**src/rtl/operand_b_pipe_select.sv**
```systemverilog
// Registered ALU operand-B selector with valid/ready handshake and MDR wait.
module operand_b_pipe_select #(
  parameter int unsigned WIDTH     = 32,
  parameter int unsigned CWP_WIDTH = 5,
  parameter int unsigned CNT_WIDTH = 8
) (
  input  logic                 Clk,
  input  logic                 Reset_n,
  input  logic                 Flush,
  input  logic                 In_Valid,
  output logic                 In_Ready,
  input  logic [1:0]           MUX_B,
  input  logic [WIDTH-1:0]     Register_B,
  input  logic [WIDTH-1:0]     Shifter_Extender_Result,
  input  logic [WIDTH-1:0]     MDR,
  input  logic                 MDR_Valid,
  input  logic [CWP_WIDTH-1:0] CWP,
  output logic [WIDTH-1:0]     Operand_B,
  output logic                 Out_Valid,
  input  logic                 Out_Ready,
  output logic [CNT_WIDTH-1:0] Wait_Cycles
);

  typedef enum logic [1:0] {
    IDLE,
    WAIT_MDR,
    FULL
  } state_t;

  state_t               state_q, state_d;
  logic [WIDTH-1:0]     operand_b_q, operand_b_d;
  logic [CNT_WIDTH-1:0] wait_cycles_q, wait_cycles_d;
  logic [WIDTH-1:0]     cwp_ext;
  logic [WIDTH-1:0]     selected;
  logic                 accept;

  always_comb begin
    cwp_ext                = '0;
    cwp_ext[CWP_WIDTH-1:0] = CWP;
    case (MUX_B)
      2'b00:   selected = Register_B;
      2'b01:   selected = Shifter_Extender_Result;
      2'b10:   selected = MDR;
      default: selected = cwp_ext;
    endcase
  end

  // Out_Ready reaches In_Ready only while FULL; Flush blocks acceptance.
  always_comb begin
    In_Ready = 1'b0;
    if (!Flush) begin
      case (state_q)
        IDLE:    In_Ready = 1'b1;
        FULL:    In_Ready = Out_Ready;
        default: In_Ready = 1'b0;
      endcase
    end
  end

  assign accept = In_Valid & In_Ready;

  always_comb begin
    state_d       = state_q;
    operand_b_d   = operand_b_q;
    wait_cycles_d = wait_cycles_q;
    if (Flush) begin
      state_d = IDLE;
    end else begin
      case (state_q)
        IDLE, FULL: begin
          if (accept) begin
            wait_cycles_d = '0;
            if (MUX_B == 2'b10 && !MDR_Valid) begin
              state_d = WAIT_MDR;
            end else begin
              operand_b_d = selected;
              state_d     = FULL;
            end
          end else if (state_q == FULL && Out_Ready) begin
            state_d = IDLE;
          end
        end
        WAIT_MDR: begin
          if (MDR_Valid) begin
            operand_b_d = MDR;
            state_d     = FULL;
          end else if (wait_cycles_q != '1) begin
            wait_cycles_d = wait_cycles_q + 1'b1;
          end
        end
        default: state_d = IDLE;
      endcase
    end
  end

  always_ff @(posedge Clk or negedge Reset_n) begin
    if (!Reset_n) begin
      state_q       <= IDLE;
      operand_b_q   <= '0;
      wait_cycles_q <= '0;
    end else begin
      state_q       <= state_d;
      operand_b_q   <= operand_b_d;
      wait_cycles_q <= wait_cycles_d;
    end
  end

  assign Operand_B   = operand_b_q;
  assign Out_Valid   = (state_q == FULL);
  assign Wait_Cycles = wait_cycles_q;

endmodule

```
**config.mk**
```make
export PLATFORM = sky130hd
export DESIGN_NAME = operand_b_pipe_select
export DESIGN_NICKNAME = d
export VERILOG_FILES = /design/src/rtl/operand_b_pipe_select.sv
export SDC_FILE = /design/constraint.sdc
export NUM_CORES = 1
export LEC_CHECK = 0
export BUFFER_PORTS_ARGS = -buffer_cell sky130_fd_sc_hd__buf_2
export CORE_MARGIN = 2
export CORE_UTILIZATION = 30
export CTS_CLUSTER_DIAMETER = 200
export CTS_CLUSTER_SIZE = 40
export DETAILED_ROUTE_END_ITERATION = 16
export PLACE_DENSITY = 0.59
export SYNTH_ARGS = -nofsm -noshare
export SYNTH_HDL_FRONTEND = slang
export SYNTH_SLANG_ARGS = --single-unit
```
**constraint.sdc**
```tcl
create_clock -name Clk -period 2.6 [get_ports Clk]
set_clock_uncertainty 0.15 [all_clocks]
set_input_delay 0.13 -clock Clk [delete_from_list [all_inputs] [get_ports Clk]]
set_output_delay 0.13 -clock Clk [all_outputs]
set_load 0.005 [all_outputs]
```
### Word-level counts from Yosys, hierarchy flattened

Cells that the tools add are included.

| operators by class | value |
|---|---|
| bitwise operators | 2 |
| muxes and demuxes | 17 |
| reduce and logical (&&, ||, !) cells | 10 |
| $add $sub $neg | 1 |
| equal/unequal tests | 12 |

Operators with widths:

| kind | number |
|---|---|
| $mux 32 | 3 |
| $pmux 32 s3 | 1 |
| $pmux 32 s2 | 1 |
| $mux 8 | 3 |
| $pmux 8 s2 | 1 |
| $mux 2 | 5 |
| $ne 2x2->1 const B | 5 |
| $reduce_and 5->1 | 2 |
| $add 8x1->8 const B | 1 |
| $ne 8x8->1 const B | 1 |
| $eq 2x1->1 const B | 2 |
| $eq 2x2->1 const B | 2 |
| $logic_not 2->1 | 2 |
| $ne 4x4->1 const B | 1 |
| $pmux 2 s2 | 1 |
| $ne 3x3->1 const B | 1 |
| $logic_and 1x1->1 | 2 |
| $pmux 1 s2 | 1 |
| $reduce_and 2->1 | 1 |
| $reduce_bool 2->1 | 1 |
| $reduce_or 2->1 | 1 |
| $and 1x1->1 | 1 |
| $logic_not 1->1 | 1 |
| $mux 1 | 1 |
| $not 1->1 | 1 |

| word-level totals | value |
|---|---|
| register bits | 42 |
| input bits | 109 |
| word-level logic and storage cells | 45 |

### Depth between registers and ports, before layout

Gate-level depths: netlist of the first run.

| logic depth | value |
|---|---|
| depth in word-level cells | 7 |
| gate-level depth with buffers | 8 |

### Worst setup path after synthesis of the first run

No wires, ideal clock.

| timing | value |
|---|---|
| kind | reg-to-reg |
| start point | register state_q[0] |
| end point | register operand_b_q[10] (netlist: Operand_B[10]) |
| buffers on the path | 3 |
| path slack | 709 ps |
| stages on the path, launching flop included | 8 |
| data required time | 2,325 ps |
| clock period less this slack | 1,891 ps |
| setup time | 125 ps |
| arrival time | 1,616 ps |
| cells stage by stage | dfrtp_1 -> buf_2 -> nand2b_4 -> a211oi_2 -> o21a_1 -> buf_6 -> buf_8 -> mux2_4 |

| on the way | value |
|---|---|
| longest elaborated chain between the ends | 6 |
| elaborated cells on any way between the ends | 13 |

Ends and longest elaborated chain:

| item | RTL line | RTL |
|---|---|---|
| start, declared | 30 | `state_t state_q, state_d;` |
| start signal, assigned | 102 | `state_q <= state_d;` |
| $eq 2x2->1 or $logic_not 2->1 (tied branches) | 52, 69 |  |
| $pmux 1 s2 | 52 | `case (state_q)` |
| $mux 1 | 51 | `if (!Flush) begin` |
| $and 1x1->1 | 60 | `assign accept = In_Valid & In_Ready;` |
| $ne 2x2->1 (no source line) | -- |  |
| $reduce_and 5->1 (no source line) | -- |  |
| end signal, assigned | 103 | `operand_b_q <= operand_b_d;` |
| end, declared | 31 | `logic [WIDTH-1:0] operand_b_q, operand_b_d;` |

Several ways; a longest one is shown, not always the timed one.
A chain may end at the register's enable or synchronous reset.

### Worst setup path after layout of the first run

| timing | value |
|---|---|
| start point | register state_q[0] |
| end point | register operand_b_q[29] (netlist: Operand_B[29]) |

Same word-level chain as after synthesis.

==> results of run 1 <==
==> registers in the layout (all words and copies together), names as in the netlist <==
name,flops
Operand_B,32
state_q,2
Wait_Cycles,8
==> worst max path at each step <==
stage / startpoint / end / slack [ns] / cells after the start
after floorplan: state_q[0]$_DFFE_PN0P_ / Operand_B[10]$_DFFE_PN0P_ / 0.71 / 7
after global placement: state_q[0]$_DFFE_PN0P_ / Operand_B[14]$_DFFE_PN0P_ / 0.53 / 5
after detailed placement: state_q[0]$_DFFE_PN0P_ / Operand_B[14]$_DFFE_PN0P_ / 0.49 / 5
after CTS: state_q[0]$_DFFE_PN0P_ / Operand_B[14]$_DFFE_PN0P_ / 0.48 / 5
after global routing: state_q[0]$_DFFE_PN0P_ / Operand_B[29]$_DFFE_PN0P_ / 0.34 / 5
final: state_q[0]$_DFFE_PN0P_ / Operand_B[29]$_DFFE_PN0P_ / 0.46 / 5
==> final cells by class <==
type / instances / share of cell area
well taps: 133 / 0.0419
inverters: 31 / 0.0293
clock buffers: 5 / 0.0173
repair buffers: 162 / 0.217
flip-flops and latches: 42 / 0.264
clock inverters: 2 / 0.00252
multi-input cells: 218 / 0.428
==> power groups by stage <==
stage	Sequential [mW]	Combinational [mW]	Clock [mW]
2_1_floorplan	0.855	0.340	0
4_1_cts	0.846	0.621	0.424
3_3_place_gp	0.859	0.605	0
6_report	0.845	0.612	0.409
3_5_place_dp	0.853	0.618	0
5_1_grt	0.863	0.674	0.458
==> cells in the mapped netlist, types with 3 or more instances <==
library cell / number / area [sq um]
sky130_fd_sc_hd__dfrtp_1: 42 / 1050
sky130_fd_sc_hd__nand2_1: 33 / 124
sky130_fd_sc_hd__inv_1: 31 / 116
sky130_fd_sc_hd__nor2b_1: 31 / 194
sky130_fd_sc_hd__o221ai_1: 29 / 254
sky130_fd_sc_hd__a22oi_1: 27 / 203
sky130_fd_sc_hd__mux2_4: 27 / 405
sky130_fd_sc_hd__a21oi_1: 11 / 55.1
sky130_fd_sc_hd__clkbuf_1: 11 / 41.3
sky130_fd_sc_hd__buf_2: 8 / 40.0
sky130_fd_sc_hd__nor2_1: 8 / 30.0
sky130_fd_sc_hd__mux2_2: 6 / 67.6
sky130_fd_sc_hd__mux2i_1: 6 / 60.1
sky130_fd_sc_hd__a31oi_1: 5 / 31.3
sky130_fd_sc_hd__buf_6: 4 / 45.0
sky130_fd_sc_hd__nand3_1: 4 / 20.0
sky130_fd_sc_hd__nand2b_1: 3 / 18.8
sky130_fd_sc_hd__nor3b_1: 3 / 22.5
sky130_fd_sc_hd__o21a_1: 3 / 22.5
sky130_fd_sc_hd__o2bb2ai_1: 3 / 26.3
==> layout by cell type (no fill, tap or decap), types with 4 or more instances in the layout <==
| cell type | instances |
|---|---|
| sky130_fd_sc_hd__nand2_1 | 33 |
| sky130_fd_sc_hd__buf_2 | 150 |
| sky130_fd_sc_hd__nor2b_1 | 31 |
| sky130_fd_sc_hd__o221ai_1 | 29 |
| sky130_fd_sc_hd__mux2i_1 | 6 |
| sky130_fd_sc_hd__mux2_2 | 6 |
| sky130_fd_sc_hd__a31oi_1 | 5 |
| sky130_fd_sc_hd__nor2_1 | 8 |
| sky130_fd_sc_hd__inv_1 | 31 |
| sky130_fd_sc_hd__nand3_1 | 4 |
| sky130_fd_sc_hd__mux2_4 | 27 |
| sky130_fd_sc_hd__dfrtp_1 | 42 |
| sky130_fd_sc_hd__clkbuf_8 | 5 |
| sky130_fd_sc_hd__a21oi_1 | 11 |
| sky130_fd_sc_hd__a22oi_1 | 27 |
| sky130_fd_sc_hd__buf_4 | 8 |
==> timing repair <==
item / in CTS / in global routing
resized for setup: 0 / 0
hold buffers: 3 / 0
endpoints found under the hold margin: 43 / 0
==> logic make-up (layout without fill, tap and decap cells) <==
logic type,after synthesis,in the layout
mux,39,39
simple gates,90,90
flops,42,42
buf+inv,58,200
compound gates,88,88
fa+ha+maj,1,1
==> tightest hold or removal path, cell delays in order <==
cell and delay, ns:
sky130_fd_sc_hd__buf_2 0.07, sky130_fd_sc_hd__o2bb2ai_1 0.11, sky130_fd_sc_hd__mux2_4 0.14
==> layer usage <==
metal,global-route usage,vias up,part of all wire,routed length [um]
met5,0,-,0,0
met4,0.0467,0,0.013,114
met3,0.0487,10,0.075,661
met2,0.255,114,0.45,3980
met1,0.215,1351,0.46,4050
li1,-,1433,-,-
==> stage by stage <==
stage	power (mW)	setup WS (ns)	hold slack [ns]	cells
after floorplan	1.20	0.709	-0.316	318
after global placement	1.46	0.525	0.193	583
after detailed placement	1.47	0.491	0.199	583
after CTS	1.89	0.478	0.0269	593
after global routing	1.99	0.338	0.0362	593
final	1.87	0.463	0.0346	593
==> results_dict.tcl, run 1 <==
set metrics [dict create \
    run_status "finished, final reports clean" \
    worst_hold_path_type "input port to register" \
    antenna_cells_inserted 0 \
    area_of_combinational_cells_with_multiple_inputs_sq_mm 0.00170 \
    fillers 1031 \
    crit_buf_inv 1 \
    cp.required_ns 2.63 \
    timing.hold.worst_path_depth 3 \
    holdPathEnd "Operand_B[2]$_DFFE_PN0P_" \
    finalNetCount 570 \
    worst_slew_pin_slew_ns 0.960 \
    wl_per_cell_um 14.8 \
    power.net_switching_mw 0.550 \
    place_area_sq_mm 0.00386 \
    post-cts-setup-buffers 0 \
    route.detailed.drc 0 \
    place.port_buffers 150 \
    die_area_sq_mm 0.0110 \
    yosysWarningCount 0 \
    comb_power_frac 0.328 \
    clk_root_buffer_cell "sky130_fd_sc_hd__clkbuf_8" \
    setup-tns-final_ns 0 \
    grt_antenna_before_repair 0 \
    dpl.hpwl_um 6450 \
    std_cell_rows 36 \
    htree_levels 2 \
    floorplan.initialDensity 0.311 \
    synth.mux.area_fraction 0.175 \
    fmax_mhz 468 \
    antenna_left 0 \
    synth_instances 318 \
    ws_path_type "register to register" \
    first_pass_iters 4 \
    r2r_cells 5 \
    insertion_delay_of_the_later_clocked_pin_in_the_worst_skew_pair_ns 0.29 \
    clock_sink_total 42 \
    cts-buffers-inserted 5 \
    worstPathCellList "nor2b_4 -> or3_1 -> buf_4 -> o221ai_1 -> mux2_4" \
    max-slew-margin-rel 0.360 \
    timing.final.setup_violations 0 \
    p_seq_frac 0.453 \
    floorplan_die_height_um 105 \
    synthXorXnorAreaFrac 0 \
    ratio_of_final_minimum_period_to_clock_period 0.822 \
    drtIter0Drc 111 \
    cellLeakagePower_nw 2.00 \
    grt_first_pass_wirelength_um 14500 \
    cts.clk_slew.worst_paths_ns 0.08 \
    timing.rr.start "state_q[0]$_DFFE_PN0P_" \
    critical-path-slowest-cell "sky130_fd_sc_hd__dfrtp_1" \
    report.final.hold_viol_count 0 \
    syn-num-nets 428 \
    synthArstFlopShare 1.00 \
    syn_area_sq_mm 0.00305 \
    cap_violations 0 \
    largest_family_of_logic_cells_by_synthesized_area "compound AO/OA/AOI/OAI gates" \
    grt_pass1_vias 2991 \
    number_of_placed_i_o_pins 151 \
    synthAdderAreaFrac 0.00410 \
    pwr_density_cell_mw_per_mm2 470 \
    regToRegEndpoint "Operand_B[29]$_DFFE_PN0P_" \
    totalWireLength_um 8800 \
    critPathMaxFanout 16 \
    grt_overflow 0 \
    vdd_drop_max_mv 0.221 \
    postSynth.topFlopCell "sky130_fd_sc_hd__dfrtp_1" \
    power_frac_clock 0.219 \
    synth_edf_count 0 \
    utilization 0.405 \
    unique_masters_post_synth 40 \
    hold_path_startpoint "MDR[2]" \
    areaGrowthSynthToFinish_pct 30.3 \
    reg2reg_slack_ns 0.46 \
    globalRouteTotalUtil 0.162 \
    num_vias 2908 \
    worst_path_dominant_cell_family "simple AND/OR/NAND/NOR gates" \
    synthesis.area_per_instance_sq_um 9.59 \
    power_switching_share 0.294 \
    pin_count_of_the_biggest_net_entering_global_routing 43 \
    ff_latch_area_sq_mm 0.00105 \
    dieWidth_um 105 \
    power.internal_mw 1.32 \
    worst_setup_path_start_kind "register" \
    core-area_sq_mm 0.00982 \
    yosys_register_bits 42 \
    timing.final.max_slew_violations 0 \
    max_stage_delay_ns 0.50 \
    synth_sequential_area_ratio 0.345 \
    avgViaCountPerCell 4.90 \
    post_route_cells_drive_above_1_share 0.443 \
    place.gp.congestion 0.746 \
    clk_path_buf_depth 2 \
    critPathCaptureType "register" \
    rsz0062_at_grt "no" \
    worst_ep_arrival_time_ns 2.17 \
    stdcell_area_sq_mm 0.00397 \
    tritoncts_clock_tree "done" \
    layout_min_cycle_time_ns 2.14 \
    synth_simple_gate_area_frac 0.155 \
    synth-compound-area-share 0.222 \
]
Power figures use the tool's default switching activity.
==> inputs of run 2 (changes only) <==
==> constraint.sdc (replaced) <==
create_clock -name Clk -period 2.1 [get_ports Clk]
set_clock_uncertainty 0.15 [all_clocks]
set_input_delay 0.105 -clock Clk [delete_from_list [all_inputs] [get_ports Clk]]
set_output_delay 0.105 -clock Clk [all_outputs]
set_load 0.005 [all_outputs]
==> run 2 against run 1 <==
  * First-iteration DRC count shrank 1.8%
  * Cell count grew 1.5%
  * Highest routed layer unchanged
  * Register-to-register slack lost 0.32 ns
  * Total power grew 25%
  * Core utilization grew 0.89 points
  * Setup slack lost 0.32 ns
  * Sequential share of layout area shrank 0.57 points
  * Largest cell class unchanged
  * Via count grew 2.2%
  * Combinational power grew 27%
  * Clock power grew 24%
==> results_dict.tcl, run 2 (synthesis results as in run 1) <==
set metrics [dict create \
    ratio_of_final_minimum_period_to_clock_period 0.934 \
    areaGrowthSynthToFinish_pct 33.2 \
    htree_levels 2 \
    largest_register_ff_count 32 \
    route.detailed.drc 0 \
    commonest_cells_after_routing_fill_and_taps_aside "150 x sky130_fd_sc_hd__buf_2, 42 x sky130_fd_sc_hd__dfrtp_1, 33 x sky130_fd_sc_hd__nand2_1, 31 x sky130_fd_sc_hd__nor2b_1, 31 x sky130_fd_sc_hd__inv_1" \
    worst_ep_arrival_time_ns 1.99 \
    grt_antenna_before_repair 0 \
    cellLeakagePower_nw 2.05 \
    grt_pass1_vias 3025 \
    worst_path_dominant_cell_family "compound AO/OA/AOI/OAI gates" \
    grt_first_pass_wirelength_um 14800 \
    post-cts-setup-buffers 0 \
    place.gp.congestion 0.746 \
    antenna_left 0 \
    critPathMaxFanout 24 \
    first_pass_iters 4 \
    critPathCaptureType "register" \
    drtIter0Drc 109 \
    num_vias 2971 \
    max-slew-margin-rel 0.614 \
    cap_violations 0 \
    dpl.hpwl_um 6660 \
    report.final.hold_viol_count 0 \
    clock_sink_total 42 \
    floorplan_die_height_um 105 \
    pwr_density_cell_mw_per_mm2 572 \
    setup-tns-final_ns 0 \
    max_stage_delay_ns 0.42 \
    antenna_cells_inserted 0 \
    clk_root_buffer_cell "sky130_fd_sc_hd__clkbuf_8" \
    cts.clk_slew.worst_paths_ns 0.09 \
    post_route_cells_drive_above_1_share 0.448 \
    vdd_drop_max_mv 0.197 \
    tritoncts_clock_tree "done" \
    globalRouteTotalUtil 0.165 \
    worst_slew_pin_slew_ns 0.572 \
    timing.final.setup_violations 0 \
    run_status "finished, final reports clean" \
    wl_per_cell_um 14.7 \
    core-area_sq_mm 0.00982 \
    finalNonFillerCells 602 \
    std_cell_rows 36 \
    critical-path-slowest-cell "sky130_fd_sc_hd__dfrtp_1" \
    insertion_delay_of_the_later_clocked_pin_in_the_worst_skew_pair_ns 0.30 \
    finalNetCount 579 \
    rsz0062_at_grt "no" \
    timing.final.max_slew_violations 0 \
    layout_commonest_cell "sky130_fd_sc_hd__buf_2" \
    fmax_mhz 510 \
    worstPathCellList "nand2b_4 -> a211oi_2 -> o21a_2 -> buf_12 -> mux2_4" \
    clk_path_buf_depth 2 \
    avgViaCountPerCell 4.94 \
    crit_buf_inv 1 \
    floorplan.initialDensity 0.311 \
    ws_path_type "register to register" \
    place.port_buffers 150 \
    die_area_sq_mm 0.0110 \
    worst_setup_path_start_kind "register" \
    cts-buffers-inserted 5 \
    grt_overflow 0 \
    totalWireLength_um 8860 \
    number_of_placed_i_o_pins 151 \
    dp.cells 589 \
    dieWidth_um 105 \
    worst_hold_path_type "input port to register" \
    layout_min_cycle_time_ns 1.96 \
    cp.required_ns 2.13 \
    pin_count_of_the_biggest_net_entering_global_routing 25 \
]
-- run 2: worst paths after layout --
check / from / endpoint / slack (ns) / cells after the start
setup / recovery: state_q[0]$_DFFE_PN0P_ / Operand_B[6]$_DFFE_PN0P_ / 0.14 / 5
hold / removal: Flush / state_q[1]$_DFFE_PN0P_ / 0.01 / 3
setup reg to reg: state_q[0]$_DFFE_PN0P_ / Operand_B[6]$_DFFE_PN0P_ / 0.14 / 5
hold reg to reg: Operand_B[24]$_DFFE_PN0P_ / Operand_B[24]$_DFFE_PN0P_ / 0.36 / 1
max in group asynchronous: Reset_n / Operand_B[15]$_DFFE_PN0P_ / 0.96 / 3
min in group asynchronous: Reset_n / Wait_Cycles[7]$_DFFE_PN0P_ / 0.15 / 2
-- run 2: worst min-delay path: stages --
cell and delay, ns:
sky130_fd_sc_hd__buf_2 0.13, sky130_fd_sc_hd__nor2_1 0.08, sky130_fd_sc_hd__a21o_1 0.11
-- run 2: timing repair --
action,4_1_cts,5_1_grt
setup endpoints to repair,0,0
endpoints found under the hold margin,25,0
hold buffers,6,0
resized for setup,0,0
-- run 2: cell type report --
| cell class | instances | area [sq um] |
|---|---|---|
| Clock buffer | 5 | 68.8 |
| Clock inverter | 2 | 10.0 |
| Fill cell | 1012 | 5760 |
| Inverter | 31 | 116 |
| Multi-Input combinational cell | 218 | 1700 |
| Sequential cell | 42 | 1050 |
| Tap cell | 133 | 166 |
| Timing Repair Buffer | 171 | 948 |
-- run 2: metal layers --
layer	wire length [um]	GRT usage
met3	700	0.0399
met2	4000	0.263
met5	0	0
met4	106	0.0419
met1	4060	0.224
-- run 2: per-stage QoR --
| stage | instance area (sq um) | setup slack (ns) | utilization | power [mW] | hold slack, ns |
|---|---|---|---|---|---|
| after floorplan | 3050 | 0.209 | - | 1.48 | -0.341 |
| after global placement | 3920 | 0.204 | 0.399 | 1.82 | -0.0501 |
| after detailed placement | 3920 | 0.159 | 0.399 | 1.83 | -0.0481 |
| after CTS | 4060 | 0.132 | 0.414 | 2.36 | 0.00504 |
| after global routing | 4060 | 0.00667 | 0.414 | 2.48 | 0.0243 |
| final | 4060 | 0.139 | 0.414 | 2.33 | 0.0107 |
-- run 2: report_power, final --
group,internal [mW],leakage [nW],switching [mW]
clock,0.224,0.0438,0.283
combinational,0.465,1.47,0.311
sequential,0.954,0.537,0.0883
